File: src/rtl/cnn_pkg.sv
// -----------------------------------------------------------------------------
// cnn_pkg
// Definitions shared by the CNN front end (row_assembler) and cnn_layer:
//   IMG_WIDTH / IMG_HEIGHT : default image geometry in pixels
//   VALUE_BITS             : default width of one pixel channel value
//   row_occ_e              : occupancy of the two-row ping-pong buffer
// -----------------------------------------------------------------------------
package cnn_pkg;

    localparam int IMG_WIDTH  = 28;
    localparam int IMG_HEIGHT = 28;
    localparam int VALUE_BITS = 8;

    // Completed rows that are waiting for the consumer to take them.
    typedef enum logic [1:0] {
        EMPTY = 2'd0,
        ONE   = 2'd1,
        TWO   = 2'd2
    } row_occ_e;

endpackage : cnn_pkg

File: src/rtl/row_buffer.sv
// -----------------------------------------------------------------------------
// row_buffer
// One row of pixel values stored in registers. A single value is written per
// cycle at (wr_col_i, wr_ch_i) when wr_en_i is high; the whole row is always
// visible on row_o.
//   clock_i   : clock, posedge
//   wr_en_i   : load enable for the addressed entry
//   wr_col_i  : column of the entry to write
//   wr_ch_i   : channel of the entry to write
//   wr_data_i : value to write
//   row_o     : stored row, indexed [column][channel]
// -----------------------------------------------------------------------------
module row_buffer #(
    parameter int WIDTH        = 28,
    parameter int NUM_CHANNELS = 1,
    parameter int VALUE_BITS   = 8,
    parameter int COL_W        = 5,
    parameter int CH_W         = 1
) (
    input  logic                                             clock_i,
    input  logic                                             wr_en_i,
    input  logic [COL_W-1:0]                                 wr_col_i,
    input  logic [CH_W-1:0]                                  wr_ch_i,
    input  logic [VALUE_BITS-1:0]                            wr_data_i,
    output logic [WIDTH-1:0][NUM_CHANNELS-1:0][VALUE_BITS-1:0] row_o
);

    // NOTE: the row storage has no reset; its contents are only observed once
    // a full row has been written, so clearing it would buy nothing.
    always_ff @(posedge clock_i) begin
        for (int c = 0; c < WIDTH; c++) begin
            for (int h = 0; h < NUM_CHANNELS; h++) begin
                // NOTE: clocked state is written with non-blocking assignments
                // so every register samples pre-edge values.
                if (wr_en_i && (wr_col_i == COL_W'(c)) && (wr_ch_i == CH_W'(h))) begin
                    row_o[c][h] <= wr_data_i;
                end
            end
        end
    end

endmodule : row_buffer

File: src/rtl/row_assembler.sv
// -----------------------------------------------------------------------------
// row_assembler
// Collects a stream of channel values (channel fastest, then column, then row)
// into complete rows and hands each row to the consumer through a
// valid/ready handshake. Two row buffers ping-pong: one fills while the other
// is presented. When both hold unaccepted rows the input is stalled.
//   clock_i          : clock, posedge
//   reset_i          : synchronous reset, active low
//   in_data_i        : one channel value, unsigned, saturated to VALUE_BITS
//   in_valid_i       : in_data_i holds a value
//   upstream_stall_o : input transfer is not taken while high
//   out_row_o        : presented row, indexed [column][channel]
//   out_row_valid_o  : out_row_o holds a completed row
//   out_row_ready_i  : consumer accepts the presented row
//   out_last_row_o   : presented row is the last row of its image
// -----------------------------------------------------------------------------
module row_assembler #(
    parameter int WIDTH        = cnn_pkg::IMG_WIDTH,
    parameter int HEIGHT       = cnn_pkg::IMG_HEIGHT,
    parameter int VALUE_BITS   = cnn_pkg::VALUE_BITS,
    parameter int NUM_CHANNELS = 1
) (
    input  logic                                               clock_i,
    input  logic                                               reset_i,
    input  logic [31:0]                                        in_data_i,
    input  logic                                               in_valid_i,
    output logic                                               upstream_stall_o,
    output logic [WIDTH-1:0][NUM_CHANNELS-1:0][VALUE_BITS-1:0] out_row_o,
    output logic                                               out_row_valid_o,
    input  logic                                               out_row_ready_i,
    output logic                                               out_last_row_o
);

    import cnn_pkg::*;

    localparam int COL_W = (WIDTH > 1) ? $clog2(WIDTH) : 1;
    localparam int ROW_W = (HEIGHT > 1) ? $clog2(HEIGHT) : 1;
    localparam int CH_W  = (NUM_CHANNELS > 1) ? $clog2(NUM_CHANNELS) : 1;

    localparam logic [COL_W-1:0] COL_LAST = COL_W'(WIDTH - 1);
    localparam logic [ROW_W-1:0] ROW_LAST = ROW_W'(HEIGHT - 1);
    localparam logic [CH_W-1:0]  CH_LAST  = CH_W'(NUM_CHANNELS - 1);

    // Largest representable output value, computed wide so VALUE_BITS=32 works.
    localparam logic [31:0] MAX_VALUE = 32'((64'd1 << VALUE_BITS) - 64'd1);

    row_occ_e         state;
    logic [COL_W-1:0] col_cnt;
    logic [ROW_W-1:0] row_cnt;
    logic [CH_W-1:0]  ch_cnt;
    logic             fill_sel;   // buffer receiving input values
    logic             pres_sel;   // buffer driven onto out_row_o
    logic [1:0]       row_last;   // last-row flag captured per buffer

    logic [WIDTH-1:0][NUM_CHANNELS-1:0][VALUE_BITS-1:0] row_q [2];

    logic                  take;
    logic                  row_done;
    logic                  accept;
    logic [VALUE_BITS-1:0] sat_value;

    assign take      = in_valid_i && !upstream_stall_o;
    assign row_done  = take && (ch_cnt == CH_LAST) && (col_cnt == COL_LAST);
    assign accept    = out_row_valid_o && out_row_ready_i;
    assign sat_value = (in_data_i > MAX_VALUE) ? '1 : in_data_i[VALUE_BITS-1:0];

    for (genvar b = 0; b < 2; b++) begin : g_buf
        row_buffer #(
            .WIDTH        (WIDTH),
            .NUM_CHANNELS (NUM_CHANNELS),
            .VALUE_BITS   (VALUE_BITS),
            .COL_W        (COL_W),
            .CH_W         (CH_W)
        ) u_row_buffer (
            .clock_i   (clock_i),
            .wr_en_i   (take && (fill_sel == 1'(b))),
            .wr_col_i  (col_cnt),
            .wr_ch_i   (ch_cnt),
            .wr_data_i (sat_value),
            .row_o     (row_q[b])
        );
    end

    assign out_row_o      = row_q[pres_sel];
    assign out_last_row_o = out_row_valid_o && row_last[pres_sel];

    // Position counters: channel fastest, then column, then row (wrapping).
    always_ff @(posedge clock_i) begin
        if (!reset_i) begin
            ch_cnt  <= '0;
            col_cnt <= '0;
            row_cnt <= '0;
        end else if (take) begin
            if (ch_cnt == CH_LAST) begin
                ch_cnt <= '0;
                if (col_cnt == COL_LAST) begin
                    col_cnt <= '0;
                    row_cnt <= (row_cnt == ROW_LAST) ? '0 : row_cnt + 1'b1;
                end else begin
                    col_cnt <= col_cnt + 1'b1;
                end
            end else begin
                ch_cnt <= ch_cnt + 1'b1;
            end
        end
    end

    // Occupancy FSM. Every completion hands the fill buffer over (fill_sel
    // flips) and every accept moves presentation to the other buffer
    // (pres_sel flips); in EMPTY both selects coincide, so a completion there
    // presents exactly the buffer that was just filled.
    always_ff @(posedge clock_i) begin
        if (!reset_i) begin
            state            <= EMPTY;
            out_row_valid_o  <= 1'b0;
            upstream_stall_o <= 1'b0;
            fill_sel         <= 1'b0;
            pres_sel         <= 1'b0;
            row_last         <= '0;
        end else begin
            if (row_done) begin
                fill_sel           <= ~fill_sel;
                row_last[fill_sel] <= (row_cnt == ROW_LAST);
            end
            if (accept) begin
                pres_sel <= ~pres_sel;
            end

            case (state)
                EMPTY: begin
                    if (row_done) begin
                        state           <= ONE;
                        out_row_valid_o <= 1'b1;
                    end
                end
                ONE: begin
                    if (row_done && !accept) begin
                        state            <= TWO;
                        upstream_stall_o <= 1'b1;
                    end else if (accept && !row_done) begin
                        state           <= EMPTY;
                        out_row_valid_o <= 1'b0;
                    end
                end
                TWO: begin
                    // Input is stalled here, so no completion can coincide.
                    if (accept) begin
                        state            <= ONE;
                        upstream_stall_o <= 1'b0;
                    end
                end
                default: begin
                    state            <= EMPTY;
                    out_row_valid_o  <= 1'b0;
                    upstream_stall_o <= 1'b0;
                end
            endcase
        end
    end

endmodule : row_assembler

File: config.mk
export PLATFORM = sky130hd
export DESIGN_NAME = row_assembler
export DESIGN_NICKNAME = d
export VERILOG_FILES = /design/src/rtl/cnn_pkg.sv /design/src/rtl/row_buffer.sv /design/src/rtl/row_assembler.sv
export SDC_FILE = /design/constraint.sdc
export NUM_CORES = 1
export LEC_CHECK = 0
export CAP_MARGIN = 0
export CORE_MARGIN = 2
export CORE_UTILIZATION = 46
export CTS_CLUSTER_SIZE = 25
export DETAILED_ROUTE_END_ITERATION = 12
export GPL_ROUTABILITY_DRIVEN = 0
export MAX_ROUTING_LAYER = met4
export PLACE_DENSITY = 0.7
export SYNTH_ARGS = -nofsm -noshare
export SYNTH_HDL_FRONTEND = slang
export SYNTH_SLANG_ARGS = --single-unit
File: constraint.sdc
create_clock -name clock_i -period 5.6 [get_ports clock_i]
set_clock_uncertainty 0.15 [all_clocks]
set_input_delay 1.4 -clock clock_i [delete_from_list [all_inputs] [get_ports clock_i]]
set_output_delay 1.4 -clock clock_i [all_outputs]
set_load 0.05 [all_outputs]
==> results.sh, run 1 <==
export IMPL_cts_sinks=466
export IMPL_grt_pass1_wl_microns=56400
export IMPL_r2r_start="upstream_stall_o"
export IMPL_cts_tree="yes"
export IMPL_hp_class="flip-flop to flip-flop"
export IMPL_num_vias=9127
export IMPL_rows=71
export IMPL_start_util=0.467
export IMPL_io_buffers=262
export IMPL_firstDrtPassIters=5
export IMPL_vdd_drop_max_mv=0.217
export IMPL_final_cells=1739
export IMPL_crit_path_max_fanout=55
export IMPL_max_slew_margin=0.433
export IMPL_fmax_mhz=220
export IMPL_yosysMostFrequentCell="edfxtp_1"
export IMPL_hold_buffers=0
export IMPL_max_stage_delay_ns=0.90
export IMPL_ff2ff_setup_slack_ns=3.06
export IMPL_grtUsageMet3=0.0368
export IMPL_status="complete, no violations"
export IMPL_dp_cells=1660
export IMPL_cp_cell_sequence="buf_4, mux2_2, clkdlybuf4s50_1"
export IMPL_core_area_sq_mm=0.0376
export IMPL_final_setup_tns_ns=0
export IMPL_antenna_found_initial=0
export IMPL_nets=1240
export IMPL_async_flop_share=0
export IMPL_clk_latency_ns=0.52
export IMPL_wl_per_cell_microns=22.4
export IMPL_grt_use_met1=0.266
export IMPL_clock_tree_root_cell="clkbuf_16"
export IMPL_synth_top_area_frac=0.767
export IMPL_synth_edf_count=448
export IMPL_drv_cap=0
export IMPL_synth_cells=905
export IMPL_hold_depth=2
export IMPL_grt_ovfl_total=0
export IMPL_fin_area_sq_mm=0.0222
export IMPL_track_usage=0.201
export IMPL_cts_repair_resize_count=0
export IMPL_clock_path_buffers=3
export IMPL_syn_num_nets=949
export IMPL_yosys_most_used_dff="edfxtp_1"
export IMPL_start_kind="flip-flop"
export IMPL_remaining_drc_errors=0
export IMPL_synthTopCellsByCount="edfxtp_1, mux2_2, nor2_1, buf_2, nand2_1"
export IMPL_cts_clk_slew_worst_paths_ns=0.06
export IMPL_ys_seq_elements=466
export IMPL_dp_slack_ns=1.47
export IMPL_critPathBufInv=2
export IMPL_h_tree_depth=2
export IMPL_ff2ff_path_depth=3
export IMPL_worstMarginPinSlew_ns=0.850
export IMPL_placed_area_sq_mm=0.0208
export IMPL_drive_above_1_share=0.248
export IMPL_crit_path_top_delay_cell="dfxtp_4"
export IMPL_grt_busiest_layer="met2"
export IMPL_finalHoldViolations=0
export IMPL_grtUsageMet2=0.322
export IMPL_routed_wl_microns=39000
export IMPL_syn_mean_instance_area_sq_um=19.4
export IMPL_required_ns=4.05
export IMPL_numCtsBuffers=45
export IMPL_layout_setup_ws_ns=1.06
export IMPL_critPathKind="flip-flop to primary output"
export IMPL_fin_crit_ns=4.54
export IMPL_syn_area_sq_mm=0.0175
export IMPL_min_from="row_last[0]"
export IMPL_area_growth_pct=26.6
export IMPL_p_leak_uw=0.00851
export IMPL_grt_pass1_vias=9241
export IMPL_yosysTopAreaCell="edfxtp_1"
export IMPL_r2r_end="g_buf[0].u_row_buffer.row_o[0]"
export IMPL_post_cts_buffers=0
export IMPL_min_to="row_last[0]"
export IMPL_diodes=0
export IMPL_io_pins=263
export IMPL_finalCritPeriodShare=0.810
export IMPL_dp_hpwl_microns=23800
export IMPL_seq_area_frac_synth=0.788
export IMPL_grt_max_degree=57
export IMPL_drtAntennaViolNets=0
export IMPL_pwr_density_cell_mw_per_mm2=307
export IMPL_maxSlewViolCount=0
export IMPL_rsz0062_at_grt="no"
export IMPL_die_h_microns=199
export IMPL_crit_path_end_kind="primary output"
export IMPL_setup_viol=0
export IMPL_synth_cell_types=43
export IMPL_synth_area_leaders="edfxtp_1, mux2_2, dfxtp_1, nor2_1, buf_2"
export IMPL_fp_dieW_microns=199
export IMPL_ys_warn_count=0
export IMPL_dieArea_sq_mm=0.0397
export IMPL_crit_arrival_ns=2.99
export IMPL_critPathTopFamily="buffers and inverters"
export IMPL_drtIter0Drc=641
export IMPL_viasPerCell=5.25
[sequential cells by signal (all words and copies together) (netlist names)]
| register | flops |
|---|---|
| row_last | 2 |
| row_cnt | 5 |
| out_row_valid_o | 1 |
| fill_sel | 1 |
| col_cnt | 5 |
| state | 2 |
| upstream_stall_o | 1 |
| pres_sel | 1 |
| g_buf.u_row_buffer.row_o | 448 |
[area by class of cell]
type / instances / area [sq um]
repair buffers: 278 / 2780
flip-flops and latches: 466 / 13800
multi-input cells: 396 / 3510
well taps: 511 / 639
clock inverters: 21 / 241
fillers: 2793 / 15400
clock buffers: 58 / 1170
inverters: 9 / 33.8
[kinds of logic after synthesis]
family                   Yosys count  share of synthesized area
AO/OA/AOI/OAI                     28                    0.00992
flip-flops                       466                      0.788
buffers and inverters             43                     0.0120
multiplexers                     226                      0.145
XOR/XNOR                           2                   0.000999
AND/OR/NAND/NOR                  132                     0.0385
adder cells (fa/ha/maj)            8                    0.00571
[how the worst max path moves through the flow]
| stage | depth (start not counted) | to | from |
|---|---|---|---|
| finish | 3 | out_row_o[171] | pres_sel |
| global placement | 4 | g_buf[0].u_row_buffer.row_o[0] | in_valid_i |
| detailed placement | 4 | g_buf[0].u_row_buffer.row_o[0] | in_valid_i |
| CTS | 3 | out_row_o[98] | pres_sel |
| floorplan | 3 | g_buf[0].u_row_buffer.row_o[0] | in_data_i[26] |
| global route | 3 | out_row_o[115] | pres_sel |
[per-layer routing]
layer / up-vias / wire [microns]
met2: 285 / 19100
met4: 0 / 901
met1: 4684 / 16900
met3: 61 / 2060
met5: - / 0
li1: 4097 / -
[cell usage in the layout (no fill, tap or decap), types with 4 or more instances in the layout]
master	count
bufinv_16	5
dfxtp_1	17
clkdlybuf4s50_1	262
buf_4	13
nand3b_1	10
clkbuf_1	13
a21oi_1	11
ha_1	8
clkbuf_16	45
clkinv_1	8
nor2b_1	4
clkinv_2	5
nand3_1	11
nand2_1	24
nor2_1	60
mux2_2	224
inv_1	8
edfxtp_1	448
nor4_1	4
o21ai_0	6
[metrics by stage]
stage          hold slack [ns]  total power, uW   util
6_report                 0.332             6800  0.591
5_1_grt                  0.352             6990  0.591
4_1_cts                  0.330             6860  0.591
3_5_place_dp             0.316             3970  0.553
3_3_place_gp             0.308             3970  0.553
2_1_floorplan            0.298             3910      -
[power by group]
part | switching, uW | total, uW | internal, uW
clock | 1200 | 2910 | 1710
sequential | 5.00 | 3780 | 3770
combinational | 71.1 | 118 | 47.3
[tightest hold or removal path, delay by kind of cell (launching register included)]
family | cells | cell delay [ns]
AO/OA/AOI/OAI | 2 | 0.12
flip-flops | 1 | 0.31
Power figures use the tool's default switching activity.
==> run 2: changes to the inputs <==
Settings changed: PLACE_DENSITY 0.7 to 0.72.
Clock period 5.6 ns to 3.68 ns, I/O delays scaled along.
==> run 2 against run 1 <==
Compared with the run above:
- register-to-register slack worse by 1.6 ns
- critical endpoint is now out_row_o[29]
- die area unchanged
- largest cell class unchanged
- first-iteration DRC count fell by 12%
==> results.sh, run 2 (synthesized netlist as in run 1, its figures left out) <==
export IMPL_crit_path_max_fanout=45
export IMPL_setup_viol=0
export IMPL_fp_dieW_microns=199
export IMPL_start_kind="flip-flop"
export IMPL_dp_slack_ns=0.352
export IMPL_startpoint="pres_sel"
export IMPL_hp_class="flip-flop to flip-flop"
export IMPL_grt_pass1_vias=9455
export IMPL_wl_per_cell_microns=21.5
export IMPL_r2r_start="upstream_stall_o"
export IMPL_rsz0062_at_grt="no"
export IMPL_critPathKind="flip-flop to primary output"
export IMPL_max_slew_margin=0.498
export IMPL_diodes=0
export IMPL_worstMarginPinSlew_ns=0.750
export IMPL_grt_ovfl_total=0
export IMPL_most_common_layout_cells="edfxtp_1, mux2_2, clkdlybuf4s50_1"
export IMPL_grt_max_degree=57
export IMPL_crit_path_top_delay_cell="clkdlybuf4s50_1"
export IMPL_fmax_mhz=278
export IMPL_internal_power_uw=8490
export IMPL_grt_pass1_wl_microns=57100
export IMPL_status="complete, no violations"
export IMPL_dieArea_sq_mm=0.0397
export IMPL_critPathBufInv=2
export IMPL_ff2ff_setup_slack_ns=1.51
export IMPL_clkPwrFrac=0.433
export IMPL_fin_crit_ns=3.60
export IMPL_clock_tree_root_cell="clkbuf_16"
export IMPL_fill_cells=2748
export IMPL_dp_cells=1719
export IMPL_clk_latency_ns=0.55
export IMPL_hold_depth=2
export IMPL_p_comb_frac=0.018
export IMPL_drtIter0Drc=566
export IMPL_final_setup_tns_ns=0
export IMPL_clock_path_buffers=3
export IMPL_routed_wl_microns=38800
export IMPL_cp_cell_sequence="buf_12, mux2_2, clkdlybuf4s50_1"
export IMPL_finalPower_uw=10500
export IMPL_nets=1301
export IMPL_area_sequential_sq_mm=0.0138
export IMPL_crit_path_end_kind="primary output"
export IMPL_core_area_sq_mm=0.0376
export IMPL_num_vias=9366
export IMPL_maxSlewViolCount=0
export IMPL_antenna_found_initial=0
export IMPL_regMostFlops="g_buf.u_row_buffer.row_o"
export IMPL_layout_setup_ws_ns=0.0816
export IMPL_hold_buffers=0
export IMPL_pwr_density_cell_mw_per_mm2=461
export IMPL_h_tree_depth=2
export IMPL_ff2ff_path_depth=4
export IMPL_track_usage=0.201
export IMPL_drtAntennaViolNets=0
export IMPL_remaining_drc_errors=0
export IMPL_cts_clk_slew_worst_paths_ns=0.06
export IMPL_max_stage_delay_ns=0.70
export IMPL_p_switching_uw=1970
export IMPL_area_growth_pct=29.3
export IMPL_drv_cap=0
export IMPL_worst_path_stages=3
export IMPL_layout_commonest_cell="edfxtp_1"
export IMPL_firstDrtPassIters=6
export IMPL_critPathTopFamily="buffers and inverters"
export IMPL_vdd_drop_max_mv=0.421
export IMPL_min_from="row_last[0]"
export IMPL_finalHoldViolations=0
export IMPL_cts_tree="yes"
export IMPL_final_cells=1805
export IMPL_finalCritPeriodShare=0.978
export IMPL_io_pins=263
export IMPL_multi_input_comb_area_sq_mm=0.00351
export IMPL_rows=71
export IMPL_crit_arrival_ns=2.53
export IMPL_seqPwrFrac=0.550
export IMPL_largest_register_ffs=448
export IMPL_die_h_microns=199
export IMPL_numCtsBuffers=46
export IMPL_p_leak_uw=0.00916
export IMPL_io_buffers=262
export IMPL_viasPerCell=5.19
export IMPL_top_regs="g_buf.u_row_buffer.row_o (448), col_cnt (5), row_cnt (5)"
export IMPL_drive_above_1_share=0.319
export IMPL_required_ns=2.61
export IMPL_p_sw_frac=0.188
export IMPL_start_util=0.467
export IMPL_dp_hpwl_microns=24400
export IMPL_cts_sinks=466
-- run 2: cell types whose count changed in the layout (fill, tap and decap cells not counted), moves of 2 or more --
cell             previous run  this run
buf_4                      13       112
clkdlybuf4s50_1           262       209
dlymetal6s2s_1              0        10
clkbuf_16                  45        49
clkinv_2                    5         9
buf_12                      3         6
bufinv_16                   5         3
clkbuf_8                    0         2
-- run 2: through the flow --
stage	util	hold slack [ns]	instance area (sq um)
2_1_floorplan	-	0.298	17500
3_3_place_gp	0.563	0.312	21200
3_5_place_dp	0.563	0.321	21200
4_1_cts	0.603	0.335	22600
5_1_grt	0.603	0.367	22700
6_report	0.603	0.336	22700
-- run 2: worst reg2reg max path, delay by kind of cell (launching register included) --
kind                   cells  cell delay, ns
buffers and inverters      1            0.21
DFF                        1            0.42
and+or+nand+nor            3            1.08
-- run 2: power groups by stage --
stage	logic, uW	registers, uW	clock network (uW)
final	185	5750	4520
after global routing	196	5750	4820
after CTS	188	5750	4620
after detailed placement	187	5860	0
after global placement	185	5860	0
after floorplan	96.1	5860	0
-- run 2: cell type report --
type / instances / area share
Inverter: 9 / 0.00149
Clock buffer: 64 / 0.0575
Clock inverter: 21 / 0.00762
Timing Repair Buffer: 338 / 0.141
Tap cell: 511 / 0.0282
Multi-Input combinational cell: 396 / 0.155
Sequential cell: 466 / 0.610
-- run 2: final timing paths --
| kind | endpoint |
|---|---|
| setup / recovery | out_row_o[29] |
| setup reg to reg | g_buf[1].u_row_buffer.row_o[25] |
| hold / removal | row_last[0] |
| hold reg to reg | row_last[0] |
-- run 2: layer usage --
metal / track usage / wire length (microns) / vias to the layer above
met1: 0.267 / 16500 / 4763
met4: 0.0484 / 818 / 0
met2: 0.323 / 19200 / 308
met5: - / 0 / -
met3: 0.0390 / 2320 / 74
li1: - / - / 4221
-- run 2: what timing repair did --
| item | in CTS | in global routing |
|---|---|---|
| endpoints found under the setup margin | 140 | 10 |
| pin swaps | 0 | 0 |
| resized for setup | 0 | 10 |
| setup buffers | 1 | 0 |
==> run 3: changes to the inputs <==
Settings changed: SYNTH_HIERARCHICAL set to 1.
==> run 3 against run 2 <==
Compared with the run above:
- non-clock buffer count increased by 6
- clock power increased by 4%
- final cell count increased by 1.2%
- critical path depth increased by 1
==> results.sh, run 3 <==
export IMPL_largest_register_ffs=448
export IMPL_ys_warn_count=6
export IMPL_setup_viol=0
export IMPL_nets=1314
export IMPL_critPathKind="flip-flop to primary output"
export IMPL_layout_commonest_cell="edfxtp_1"
export IMPL_p_leak_uw=0.00867
export IMPL_crit_path_max_fanout=37
export IMPL_drtAntennaViolNets=0
export IMPL_top_regs="g_buf.u_row_buffer/row_o (448), col_cnt (5), row_cnt (5)"
export IMPL_synth_area_leaders="edfxtp_1, mux2_2, dfxtp_1, buf_2, nor2_1"
export IMPL_num_vias=9592
export IMPL_synth_top_area_frac=0.754
export IMPL_pwr_density_cell_mw_per_mm2=458
export IMPL_worstMarginPinSlew_ns=0.819
export IMPL_start_kind="flip-flop"
export IMPL_synth_cells=918
export IMPL_seq_area_frac_synth=0.774
export IMPL_track_usage=0.206
export IMPL_dp_hpwl_microns=24600
export IMPL_fill_cells=2850
export IMPL_io_pins=263
export IMPL_clock_tree_root_cell="clkbuf_16"
export IMPL_grt_max_degree=78
export IMPL_yosys_most_used_dff="edfxtp_1"
export IMPL_drive_above_1_share=0.318
export IMPL_cts_clk_slew_worst_paths_ns=0.06
export IMPL_io_buffers=262
export IMPL_core_area_sq_mm=0.0385
export IMPL_die_h_microns=201
export IMPL_area_growth_pct=29.3
export IMPL_post_route_util=0.599
export IMPL_firstDrtPassIters=5
export IMPL_drtIter0Drc=619
export IMPL_drv_cap=0
export IMPL_remaining_drc_errors=0
export IMPL_fmax_mhz=276
export IMPL_crit_path_end="out_row_o[82]"
export IMPL_dieArea_sq_mm=0.0404
export IMPL_crit_path_end_kind="primary output"
export IMPL_async_flop_share=0
export IMPL_fp_dieW_microns=201
export IMPL_diodes=0
export IMPL_syn_mean_instance_area_sq_um=19.4
export IMPL_synthTopCellsByCount="edfxtp_1, mux2_2, buf_2, nor2_1, dfxtp_1"
export IMPL_r2r_start="col_cnt[3]"
export IMPL_viasPerCell=5.25
export IMPL_grt_pass1_wl_microns=60500
export IMPL_antenna_found_initial=0
export IMPL_required_ns=2.61
export IMPL_startpoint="pres_sel"
export IMPL_yosysTopAreaCell="edfxtp_1"
export IMPL_hold_buffers=0
export IMPL_finalCritPeriodShare=0.983
export IMPL_grt_ovfl_total=0
export IMPL_final_setup_tns_ns=0
export IMPL_routed_wl_microns=41000
export IMPL_max_slew_margin=0.453
export IMPL_ff2ff_path_depth=4
export IMPL_yosysMostFrequentCell="edfxtp_1"
export IMPL_grt_pass1_vias=9859
export IMPL_most_common_layout_cells="edfxtp_1, clkdlybuf4s50_1, mux2_2"
export IMPL_finalHoldViolations=0
export IMPL_cts_repair_resize_count=0
export IMPL_cts_tree="yes"
export IMPL_synth_cell_types=49
export IMPL_synth_edf_count=448
export IMPL_cts_sinks=466
export IMPL_regMostFlops="g_buf.u_row_buffer/row_o"
export IMPL_start_util=0.464
export IMPL_clk_latency_ns=0.55
export IMPL_rows=72
export IMPL_ff2ff_setup_slack_ns=1.19
export IMPL_rsz0062_at_grt="no"
export IMPL_h_tree_depth=2
export IMPL_maxSlewViolCount=0
export IMPL_hp_class="flip-flop to flip-flop"
export IMPL_ys_seq_elements=466
export IMPL_syn_area_sq_mm=0.0178
export IMPL_r2r_end="g_buf[0].u_row_buffer/row_o[68]"
export IMPL_post_cts_buffers=0
export IMPL_fin_crit_ns=3.62
export IMPL_wl_per_cell_microns=22.4
export IMPL_status="complete, no violations"
export IMPL_clock_path_buffers=3
export IMPL_numCtsBuffers=47
export IMPL_crit_arrival_ns=2.55
export IMPL_vdd_drop_max_mv=0.333
[run 3: cell count changes in the layout (fill, tap and decap cells not counted), moves of 8 or more]
cell | before | now
buf_4 | 112 | 96
clkdlybuf4s50_1 | 209 | 236
conb_1 | 0 | 8
nand2_1 | 24 | 12
nor2_1 | 60 | 30
nor3_1 | 0 | 10
nor3_2 | 0 | 8
nor4_2 | 0 | 8
[run 3: worst max-delay path: stages (launching register included)]
cell,delay [ns]
dfxtp_4,0.42
buf_12,0.25
buf_4,0.22
mux2_2,0.37
clkdlybuf4s50_1,0.71
[run 3: cells by family (layout without fill, tap and decap cells)]
family | after synthesis | in the layout | share of synthesized area
AOI/OAI and AO/OA | 22 | 22 | 0.00772
xor gates and xnor gates | 3 | 3 | 0.00147
adders and majority gates | 4 | 4 | 0.00281
buffers and inverters | 51 | 434 | 0.0149
DFF | 466 | 466 | 0.774
muxes | 229 | 229 | 0.144
other | 1 | 8 | 0.000210
and+or+nand+nor | 142 | 142 | 0.0543
[run 3: power by group]
| group | internal (uW) | leakage, uW | switching [uW] |
|---|---|---|---|
| Combinational | 65.6 | 0.00285 | 83.0 |
| Sequential | 5730 | 0.00508 | 9.61 |
| Clock | 2800 | 0.000736 | 1880 |
[run 3: metrics by stage]
| stage | power, uW | cells | worst slack (ns) | cell area [sq um] | hold slack [ns] |
|---|---|---|---|---|---|
| 2_1_floorplan | 5930 | 925 | 0.532 | 17900 | 0.284 |
| 3_3_place_gp | 6000 | 1743 | 0.351 | 21500 | 0.294 |
| 3_5_place_dp | 6000 | 1743 | 0.292 | 21500 | 0.314 |
| 4_1_cts | 10700 | 1826 | 0.0255 | 23000 | 0.322 |
| 5_1_grt | 10900 | 1826 | 0.000344 | 23100 | 0.348 |
| 6_report | 10600 | 1826 | 0.0620 | 23100 | 0.319 |
[run 3: how the worst min path moves through the flow]
stage / to / cells after the start / from / slack [ns]
2_1_floorplan: row_last[1] / 2 / row_last[1] / 0.28
3_3_place_gp: row_last[1] / 2 / row_last[1] / 0.29
3_5_place_dp: row_last[1] / 2 / row_last[1] / 0.31
4_1_cts: row_last[1] / 2 / row_last[1] / 0.32
5_1_grt: row_last[0] / 2 / row_last[0] / 0.35
6_report: row_last[1] / 2 / row_last[1] / 0.32
[run 3: metal layers]
metal,global-route usage,vias to the layer above,part of all wire
met2,0.341,288,0.50
li1,-,4322,-
met3,0.0297,72,0.047
met1,0.266,4910,0.43
met5,-,-,0
met4,0.0606,0,0.025
[run 3: final cells by class]
type	instances	area [sq um]	share of cell area
clock inverters	22	258	0.0112
flip-flops and latches	466	13800	0.599
inverters	7	26.3	0.00114
well taps	518	648	0.0281
multi-input cells	408	3780	0.164
clock buffers	61	1250	0.0541
repair buffers	344	3280	0.142
